===== src/rtl/mem_wb_stage_pkg.sv =====
// mem_wb_stage_pkg: shared encodings for the memory/writeback stage
package mem_wb_stage_pkg;

    localparam int DATA_W_DEF = 32;

    typedef enum logic [1:0] {
        MEM_NONE  = 2'd0,
        MEM_LOAD  = 2'd1,
        MEM_STORE = 2'd2,
        MEM_RSVD  = 2'd3
    } mem_op_e;

    typedef enum logic [1:0] {
        S_IDLE = 2'd0,
        S_MEM  = 2'd1,
        S_WB   = 2'd2
    } state_e;

endpackage


===== src/rtl/mem_wb_stage_timeout_ctr.sv =====
// mem_timeout_ctr: counts cycles spent waiting on a memory ack and flags expiry
module mem_timeout_ctr #(
    parameter int TIMEOUT = 15
) (
    input  logic i_clk,
    input  logic i_rst_n,
    input  logic i_clr,
    input  logic i_inc,
    output logic o_expire
);

    localparam int CW = (TIMEOUT < 2) ? 1 : $clog2(TIMEOUT + 1);

    logic [CW-1:0] r_cnt;

    // Cleared whenever a new instruction is accepted, counts while waiting
    always_ff @(posedge i_clk) begin
        if (!i_rst_n || i_clr)
            r_cnt <= '0;
        else if (i_inc)
            r_cnt <= r_cnt + 1'b1;
    end

    assign o_expire = (r_cnt == CW'(TIMEOUT));

endmodule


===== src/rtl/mem_wb_stage.sv =====
// mem_wb_stage: registers EXE results, runs an optional load/store, issues one writeback
module mem_wb_stage
    import mem_wb_stage_pkg::*;
#(
    parameter int DATA_W  = DATA_W_DEF,
    parameter int RA_W    = 4,
    parameter int TIMEOUT = 15
) (
    input  logic              i_clk,
    input  logic              i_rst_n,
    input  logic              i_in_valid,
    output logic              o_in_ready,
    input  logic [DATA_W-1:0] i_alu_result,
    input  logic [DATA_W-1:0] i_store_data,
    input  logic [1:0]        i_mem_op,
    input  logic              i_wb_en,
    input  logic [RA_W-1:0]   i_rd_addr,
    output logic              o_dmem_req,
    output logic              o_dmem_we,
    output logic [DATA_W-1:0] o_dmem_addr,
    output logic [DATA_W-1:0] o_dmem_wdata,
    input  logic              i_dmem_ack,
    input  logic [DATA_W-1:0] i_dmem_rdata,
    output logic              o_wb_valid,
    output logic [RA_W-1:0]   o_wb_addr,
    output logic [DATA_W-1:0] o_wb_data,
    output logic              o_err_misalign,
    output logic              o_err_timeout
);

    state_e            r_state;
    state_e            w_next;
    logic              r_we;
    logic              r_wb_en;
    logic [RA_W-1:0]   r_rd;
    logic [DATA_W-1:0] r_addr;
    logic [DATA_W-1:0] r_wdata;
    logic [RA_W-1:0]   r_wb_addr;
    logic [DATA_W-1:0] r_wb_data;
    logic              r_err_mis;
    logic              r_err_to;
    logic              w_accept;
    logic              w_is_mem;
    logic              w_misalign;
    logic              w_in_mem;
    logic              w_load_done;
    logic              w_expire;

    assign w_in_mem    = (r_state == S_MEM);
    assign o_in_ready  = !w_in_mem;
    assign w_accept    = i_in_valid && o_in_ready;
    assign w_is_mem    = (i_mem_op == MEM_LOAD) || (i_mem_op == MEM_STORE);
    assign w_misalign  = w_is_mem && (i_alu_result[1:0] != 2'b00);
    assign w_load_done = w_in_mem && i_dmem_ack && !r_we && r_wb_en;

    mem_timeout_ctr #(.TIMEOUT(TIMEOUT)) u_ctr (
        .i_clk    (i_clk),
        .i_rst_n  (i_rst_n),
        .i_clr    (w_accept),
        .i_inc    (w_in_mem),
        .o_expire (w_expire)
    );

    // Next state: an ack on the final counted cycle still wins over the timeout
    always_comb begin
        w_next = S_IDLE;
        if (w_in_mem)
            w_next = i_dmem_ack ? (w_load_done ? S_WB : S_IDLE) : (w_expire ? S_IDLE : S_MEM);
        else if (w_accept)
            w_next = (w_is_mem && !w_misalign) ? S_MEM : (!w_is_mem && i_wb_en) ? S_WB : S_IDLE;
    end

    // State, captured instruction fields, writeback registers and error flags
    always_ff @(posedge i_clk) begin
        if (!i_rst_n) begin
            r_state   <= S_IDLE;
            r_we      <= 1'b0;
            r_wb_en   <= 1'b0;
            r_rd      <= '0;
            r_addr    <= '0;
            r_wdata   <= '0;
            r_wb_addr <= '0;
            r_wb_data <= '0;
            r_err_mis <= 1'b0;
            r_err_to  <= 1'b0;
        end else begin
            r_state   <= w_next;
            r_err_mis <= w_accept && w_misalign;
            if (w_in_mem && !i_dmem_ack && w_expire)
                r_err_to <= 1'b1;
            if (w_accept) begin
                r_we    <= (i_mem_op == MEM_STORE);
                r_wb_en <= i_wb_en;
                r_rd    <= i_rd_addr;
                r_addr  <= i_alu_result;
                r_wdata <= i_store_data;
            end
            if (w_accept && !w_is_mem && i_wb_en) begin
                r_wb_addr <= i_rd_addr;
                r_wb_data <= i_alu_result;
            end
            if (w_load_done) begin
                r_wb_addr <= r_rd;
                r_wb_data <= i_dmem_rdata;
            end
        end
    end

    assign o_dmem_req     = w_in_mem;
    assign o_dmem_we      = r_we;
    assign o_dmem_addr    = r_addr;
    assign o_dmem_wdata   = r_wdata;
    assign o_wb_valid     = (r_state == S_WB);
    assign o_wb_addr      = r_wb_addr;
    assign o_wb_data      = r_wb_data;
    assign o_err_misalign = r_err_mis;
    assign o_err_timeout  = r_err_to;

endmodule


===== config.mk =====
export PLATFORM = sky130hd
export DESIGN_NAME = mem_wb_stage
export DESIGN_NICKNAME = d
export VERILOG_FILES = /design/src/rtl/mem_wb_stage_pkg.sv /design/src/rtl/mem_wb_stage_timeout_ctr.sv /design/src/rtl/mem_wb_stage.sv
export SDC_FILE = /design/constraint.sdc
export NUM_CORES = 1
export LEC_CHECK = 0
export CORE_ASPECT_RATIO = 0.75
export CORE_MARGIN = 2
export CORE_UTILIZATION = 33
export CTS_CLUSTER_DIAMETER = 60
export DETAILED_ROUTE_END_ITERATION = 7
export PLACE_DENSITY_LB_ADDON = 0.05
export SLEW_MARGIN = 15
export SYNTH_ARGS = -nofsm -noshare
export SYNTH_HDL_FRONTEND = slang
export SYNTH_SLANG_ARGS = --single-unit

===== constraint.sdc =====
create_clock -name i_clk -period 2.2 [get_ports i_clk]
set_clock_uncertainty 0.15 [all_clocks]
set_input_delay 0.33 -clock i_clk [delete_from_list [all_inputs] [get_ports i_clk]]
set_output_delay 0.33 -clock i_clk [all_outputs]
set_load 0.01 [all_outputs]

==> impl_metrics.tcl, run 1 <==
set metrics [dict create \
    maxCapViolations 0 \
    yosysSeqAreaShare_pct 50.6 \
    worstHoldPathType "register to register" \
    pwr_density_cell_nw_per_um2 786 \
    ys_warn_count 0 \
    synth_edf_count 0 \
    grt_pass1_vias 4449 \
    cts_tree "done" \
    min-delay-start "o_dmem_wdata[7]" \
    maxSlewHeadroom_pct 72.3 \
    via_count 4456 \
    drt_iter0_drc 213 \
    grt_start_max_net_pins 115 \
    layout-drive-gt1-share_pct 6.70 \
    post-route-period-util_pct 96.1 \
    async_flop_share_pct 0 \
    setup_viol 0 \
    tns_ps 0 \
    synth_top_cell_by_area "dfxtp_1" \
    hold_ws_ps 300 \
    fp.dieH_um 105 \
    ant_nets 0 \
    synth_top_area_share_pct 50.6 \
    placed_cells_incl_taps 902 \
    core_area_um2 13200 \
    synth_area_leaders "dfxtp_1 51%, nand2_1 18%, a21boi_1 12%, a31oi_1 5.1%, o21ai_0 4.3%" \
    clkSinkCount 114 \
    place.gp.congestion 0.735 \
    dieArea_um2 14600 \
    wl_um 14100 \
    ir_worst_vdd_uv 506 \
    status "completed" \
    rsz0062_at_grt "no" \
    fmax_mhz 473 \
    fin_crit_ps 2110 \
    htreeDepth 4 \
    start_util_pct 34.3 \
    grt_pass1_wl_um 22700 \
    ios 213 \
    grt_use_total_pct 19.4 \
    synth_flop_cell "dfxtp_1" \
    crit_arrival_ps 1630 \
    synth_cell_types 30 \
    startpoint_type "register" \
    syn_inst 548 \
    nets 859 \
    num_antenna_cells 0 \
    rows 36 \
    area_growth_pct 64.4 \
    cts_setup_buffers 0 \
    worst_pin_slew_ps 416 \
    final_max_slew_viol_count 0 \
    root_buffer "clkbuf_16" \
    static-leakage-power_nw 2.80 \
    cts_buffers 17 \
    fp.dieW_um 139 \
    clockBufferDepth 2 \
    clk_pin_slew_ps 50 \
    fin_cells 932 \
    fill_cells 1200 \
    r2r_start "r_state[0]" \
    crit_start "r_state[0]" \
    synth_area_um2 4510 \
    worstSetupPathType "register to primary output" \
    synth_nets 657 \
    clock_latency_ps 400 \
    hpwl_um 9520 \
    routedWlPerCell_um 15.1 \
    drc 0 \
    drtPass1Iterations 4 \
    syn_avg_cell_area_um2 8.24 \
    required_ps 1720 \
    via_per_inst 4.78 \
    grt_overflow 0 \
    antenna_found_initial 0 \
    post-synth-top-count-cell "nand2_1" \
    cp-end-kind "primary output" \
    ys_seq_elements 114 \
    portBuffers 212 \
    finalHoldViolations 0 \
    crit_fanout 5 \
    synth_common_cells "213 x nand2_1, 114 x dfxtp_1, 71 x a21boi_1" \
]
## worst max-delay path, cell delays in order, from the launching register on
cell and delay (ps):
dfxtp_1 330, nor2b_4 200, buf_4 170, clkdlybuf4s50_1 530
## flip-flops by register name, indices dropped and copies added, names as in the netlist, 2 cells and up
register      cells
r_rd              4
o_wb_data        32
o_dmem_addr      32
o_dmem_wdata     32
u_ctr.r_cnt       4
o_wb_addr         4
r_state           2
## through the flow
step           util, %  worst slack [ps]  area (µm²)  total power, mW
2_1_floorplan        -               490        4510             2.56
3_3_place_gp      51.8              42.8        6810             3.04
3_5_place_dp      51.8              36.4        6810             3.05
4_1_cts           56.4              60.3        7420             5.90
5_1_grt           56.4              6.96        7420             6.06
6_report          56.4              85.7        7420             5.83
## final timing paths
| path | end | slack (ps) | depth (start not counted) |
|---|---|---|---|
| setup reg to reg | o_wb_addr[1] | 620 | 6 |
| hold reg to reg | o_dmem_wdata[7] | 300 | 2 |
| setup / recovery | o_dmem_req | 90 | 3 |
| hold / removal | o_dmem_wdata[7] | 300 | 2 |
## layout by cell type, fill, tap and decap left out, types with 2 or more instances in the layout
master             n
buf_4              5
buf_12             8
nand2_1          213
nand3_1            2
bufinv_16          4
o21ai_0           39
dfxtp_1          114
nor2b_1            2
clkdlybuf4s50_1  211
a31oi_1           37
clkinv_2           6
a21boi_0           3
nor3_1             2
ha_1               2
o21a_1             2
clkinvlp_4         2
a21boi_1          71
clkbuf_16         17
nor2_1             4
inv_2              2
## layout make-up
class / instances / area, µm² / share of cell area, %
Inverter: 3 / 11.3 / 0.152
Multi-Input combinational cell: 389 / 1990 / 26.9
Clock inverter: 12 / 165 / 2.23
Timing Repair Buffer: 225 / 2310 / 31.2
Clock buffer: 18 / 439 / 5.92
Sequential cell: 114 / 2280 / 30.8
Tap cell: 171 / 214 / 2.88
## repair_timing
item,in CTS,in global routing
setup endpoints to repair,1,0
resized for setup,1,0
hold buffers,0,0
## kinds of logic after synthesis
family | after synthesis | share of synthesized area [%]
AO/OA/AOI/OAI | 153 | 22.2
adder cells (fa/ha/maj) | 2 | 0.554
buffers and inverters | 45 | 5.71
flip-flops | 114 | 50.6
AND/OR/NAND/NOR | 234 | 21.0
## routing by layer
metal	global-route usage (%)	routed length [µm]
met1	24.7	6270
met2	30.7	6590
met3	7.45	1070
met4	5.77	151
met5	0	0
## where the power goes
part,internal (mW),switching [mW],leakage [nW]
registers,2.17,0.0525,0.934
clock network,1.90,0.932,0.297
logic,0.452,0.326,1.57
total,4.52,1.31,2.80
No activity file was read; power rests on OpenSTA's default activity.
==> run 2, diff against run 1 <==
Clock period 2.2 ns to 2.54 ns, I/O delays scaled along.
==> run 2 against run 1 <==
Sequential power shrank 13%. Total power shrank 20%. Non-clock buffer count shrank 3. Combinational power shrank 15%.
==> impl_metrics.tcl, run 2 (synthesis gave the netlist of run 1 again) <==
set metrics [dict create \
    fmax_mhz 410 \
    cts_hold_buf 0 \
    num_antenna_cells 0 \
    place.gp.congestion 0.727 \
    post_cts_resize_count 0 \
    worstSetupPathType "register to primary output" \
    grt_pass1_vias 4455 \
    rows 36 \
    core_area_um2 13200 \
    slowest_stage "clkdlybuf4s50_1" \
    area_growth_pct 61.1 \
    clockBufferDepth 2 \
    crit_chain "nor2b_2, inv_2, clkdlybuf4s50_1" \
    cts_tree "done" \
    pwr-share-seq_pct 41.5 \
    routedWlPerCell_um 15.3 \
    htreeDepth 4 \
    p_int_mw 3.55 \
    power_frac_comb_pct 14.3 \
    whs_endpoint "r_rd[3]" \
    drc 0 \
    setup_viol 0 \
    status "completed" \
    grt_start_max_net_pins 115 \
    final_cell_mix "213 x nand2_1, 211 x clkdlybuf4s50_1, 114 x dfxtp_1, 71 x a21boi_1, 39 x o21ai_0" \
    crit_start "r_state[0]" \
    drt_iter0_drc 246 \
    nets 856 \
    dieArea_um2 14600 \
    hold_ws_ps 298 \
    r2r_setup_slack_ps 500 \
    netSwitchingPower_mw 1.10 \
    via_count 4394 \
    fin_crit_ps 2440 \
    p_clk_share_pct 44.2 \
    cts_setup_buffers 0 \
    final_max_slew_viol_count 0 \
    worstHoldPathType "register to register" \
    startpoint_type "register" \
    slowest_delay_ps 520 \
    maxCapViolations 0 \
    grt_pass1_wl_um 22700 \
    switching_share_pct 23.6 \
    timing.rr.end "o_dmem_wdata[1]" \
    start_util_pct 34.3 \
    crit_arrival_ps 1910 \
    clock_latency_ps 400 \
    crit_fanout 11 \
    hpwl_um 9440 \
    min-delay-start "r_rd[3]" \
    clk_pin_slew_ps 50 \
    worst_pin_slew_ps 470 \
    pwr_density_cell_nw_per_um2 639 \
    layout-drive-gt1-share_pct 5.95 \
    portBuffers 212 \
    wl_um 14200 \
    root_buffer "clkbuf_16" \
    ios 213 \
    required_ps 2010 \
    post-route-period-util_pct 95.9 \
    ff2ff_path_depth 6 \
    hold_depth 2 \
    clkSinkCount 114 \
    fp.dieH_um 105 \
    antenna_found_initial 0 \
    fp.dieW_um 139 \
    maxSlewHeadroom_pct 68.5 \
    ant_nets 0 \
    cp-end-kind "primary output" \
    drtPass1Iterations 4 \
    grt_use_total_pct 19.3 \
    rsz0062_at_grt "no" \
    tns_ps 0 \
    finalHoldViolations 0 \
    static-leakage-power_nw 2.73 \
    r2r_start "r_state[0]" \
    ir_worst_vdd_uv 471 \
    grt_overflow 0 \
    final_common_cell "nand2_1" \
    cts_buffers 17 \
    via_per_inst 4.74 \
]
[run 2: area by class of cell]
| class | instances | area, µm² |
|---|---|---|
| fill | 1191 | 5880 |
| sequential | 114 | 2280 |
| timing repair buffer | 222 | 2270 |
| multi-input combinational | 389 | 1990 |
| clock buffer | 21 | 470 |
| tap | 171 | 214 |
| clock inverter | 7 | 37.5 |
| inverter | 3 | 11.3 |
[run 2: how the worst max path moves through the flow]
stage / to / cells past startpoint / slack (ps)
2_1_floorplan: o_wb_addr[0] / 8 / 780
3_3_place_gp: o_wb_data[28] / 8 / 280
3_5_place_dp: o_wb_addr[1] / 8 / 190
4_1_cts: o_in_ready / 3 / 70
5_1_grt: o_in_ready / 3 / 20
6_report: o_in_ready / 3 / 100
[run 2: power groups by stage]
stage / Clock (mW) / Combinational [mW] / Sequential, mW
floorplan: 0 / 0.221 / 2.00
global placement: 0 / 0.660 / 1.96
detailed placement: 0 / 0.666 / 1.96
CTS: 2.10 / 0.670 / 1.93
global route: 2.20 / 0.720 / 1.94
finish: 2.06 / 0.663 / 1.93
[run 2: metrics by stage]
step                      util [%]  cell area [µm²]  cells  power, mW  setup WS, ps
after floorplan                  -             4510    548       2.22           779
after global placement        51.4             6760    899       2.62           282
after detailed placement      51.4             6760    899       2.63           194
after CTS                     55.3             7270    927       4.70          74.9
after global routing          55.3             7270    927       4.85          22.4
final                         55.3             7270    927       4.65           103
[run 2: worst max-delay path, delay by kind of cell, from the launching register on]
family | cells | cell delay, ps
and+or+nand+nor | 1 | 430
buffers and inverters | 2 | 740
DFF | 1 | 330
[run 2: metal layers]
| metal | part of all wire (%) | GRT usage [%] |
|---|---|---|
| met2 | 46 | 31.2 |
| met1 | 46 | 24.7 |
| met4 | 0.88 | 5.41 |
| met5 | 0 | 0 |
| met3 | 7.5 | 6.54 |
==> run 3, diff against run 2 <==
--- a/config.mk
+++ b/config.mk
@@ -11,7 +11,8 @@
 export CTS_CLUSTER_DIAMETER = 60
 export DETAILED_ROUTE_END_ITERATION = 7
-export PLACE_DENSITY_LB_ADDON = 0.05
+export PLACE_DENSITY = 0.68
 export SLEW_MARGIN = 15
 export SYNTH_ARGS = -nofsm -noshare
 export SYNTH_HDL_FRONTEND = slang
 export SYNTH_SLANG_ARGS = --single-unit
+export TNS_END_PERCENT = 50
==> constraint.sdc (replaced) <==
create_clock -name i_clk -period 2.54 [get_ports i_clk]
set_clock_uncertainty 0.15 [all_clocks]
set_input_delay 0.254 -clock i_clk [delete_from_list [all_inputs] [get_ports i_clk]]
set_output_delay 0.254 -clock i_clk [all_outputs]
set_load 0.01 [all_outputs]
==> run 3 against run 2 <==
Cell count increased by 0.43%. Routed wire length increased by 0.14%. Fmax grew 10%. First-iteration DRC count is 16% lower. Utilization is 0.71 points higher. Sequential power about the same. Critical path type unchanged. Critical endpoint unchanged. Largest cell class unchanged. Highest routed layer unchanged.
==> impl_metrics.tcl, run 3 (synthesis gave the netlist of run 1 again) <==
set metrics [dict create \
    grt_pass1_wl_um 22700 \
    grt_pass1_vias 4310 \
    static-leakage-power_nw 2.78 \
    maxCapViolations 0 \
    place.gp.congestion 0.794 \
    via_per_inst 4.85 \
    drt_iter0_drc 207 \
    setup_viol 0 \
    cts_hold_buf 0 \
    ff2ff_path_depth 6 \
    dpl_worst_slack_ps 216 \
    num_antenna_cells 0 \
    htreeDepth 4 \
    r2r_start "r_state[0]" \
    min-delay-start "i_rst_n" \
    worstHoldPathType "primary input to register" \
    root_buffer "clkbuf_16" \
    area_growth_pct 63.2 \
    crit_fanout 11 \
    fp.dieH_um 105 \
    fp.dieW_um 139 \
    cp-end-kind "primary output" \
    routedWlPerCell_um 15.2 \
    timing.rr.end "o_wb_data[14]" \
    via_count 4517 \
    startpoint_type "register" \
    grt_start_max_net_pins 115 \
    hpwl_um 9630 \
    post-route-period-util_pct 86.8 \
    final_max_slew_viol_count 0 \
    ant_nets 0 \
    pwr_density_cell_nw_per_um2 683 \
    clock_latency_ps 400 \
    post_cts_resize_count 0 \
    start_util_pct 34.3 \
    layout-drive-gt1-share_pct 6.45 \
    r2r_setup_slack_ps 670 \
    final_common_cell "nand2_1" \
    antenna_found_initial 0 \
    whs_endpoint "o_wb_data[10]" \
    required_ps 2140 \
    cts_setup_buffers 0 \
    cts_buffers 17 \
    finalPower_mw 5.03 \
    dieArea_um2 14600 \
    tns_ps 0 \
    grt_use_total_pct 19.3 \
    rsz0062_at_grt "no" \
    nets 856 \
    drtPass1Iterations 4 \
    rows 36 \
    worst_pin_slew_ps 515 \
    ios 213 \
    crit_arrival_ps 1800 \
    fmax_mhz 453 \
    grt_overflow 0 \
    ir_worst_vdd_uv 446 \
    worstSetupPathType "register to primary output" \
    layout_setup_ws_ps 334 \
    hold_ws_ps 203 \
    clockBufferDepth 2 \
    core_area_um2 13200 \
    maxSlewHeadroom_pct 65.7 \
    cts_tree "done" \
    status "completed" \
    wl_um 14200 \
    finalHoldViolations 0 \
    final_util_pct 56.0 \
    portBuffers 212 \
    clkSinkCount 114 \
    fin_crit_ps 2210 \
    hold_depth 4 \
    final_cell_mix "213 x nand2_1, 211 x clkdlybuf4s50_1, 114 x dfxtp_1, 71 x a21boi_1, 39 x o21ai_0" \
    drc 0 \
    clk_pin_slew_ps 50 \
]
## run 3: changes by cell type in the layout (fill, tap and decap cells not counted)
cell / delta
clkinv_2: -1
clkinvlp_4: +1
buf_4: +1
bufinv_16: +3
clkbuf_8: +1
buf_12: -1
## run 3: metal layers
layer  up-vias  part of all wire, %  global-route usage, %  wire length (µm)
li1       2234                    -                      -                 -
met5         -                    0                      0                 0
met2       150                   46                   30.7              6490
met1      2124                   45                   24.1              6350
met3         9                  8.5                   7.91              1200
met4         0                 0.92                   5.84               131
## run 3: power by group
group / internal, mW / switching [mW] / leakage (nW)
clock network: 1.64 / 0.801 / 0.302
logic: 0.380 / 0.280 / 1.54
registers: 1.88 / 0.0463 / 0.934
total: 3.90 / 1.13 / 2.78
## run 3: worst max path at each step
stage                      startpoint       endpoint  slack [ps]
after floorplan           i_mem_op[0]   o_wb_addr[0]         910
after global placement    i_mem_op[0]  o_wb_data[26]         280
after detailed placement  i_mem_op[0]  o_wb_data[14]         220
after CTS                  r_state[0]     o_in_ready         290
after global routing       r_state[0]     o_in_ready         250
final                      r_state[0]     o_in_ready         330
## run 3: metrics by stage
step	area [µm²]	cells
after floorplan	4510	548
after global placement	6750	899
after detailed placement	6750	899
after CTS	7360	931
after global routing	7360	931
final	7360	931
## run 3: area by class of cell
cell class	instances	area (µm²)
clock buffers	22	484
clock inverters	10	130
fillers	1158	5790
inverters	3	11.3
multi-input cells	389	1990
flip-flops and latches	114	2280
well taps	171	214
repair buffers	222	2250
## run 3: critical path, cell delays in order (launching register included)
cell	delay, ps
dfxtp_1	300
nor2b_2	150
buf_4	160
inv_2	190
clkdlybuf4s50_1	600
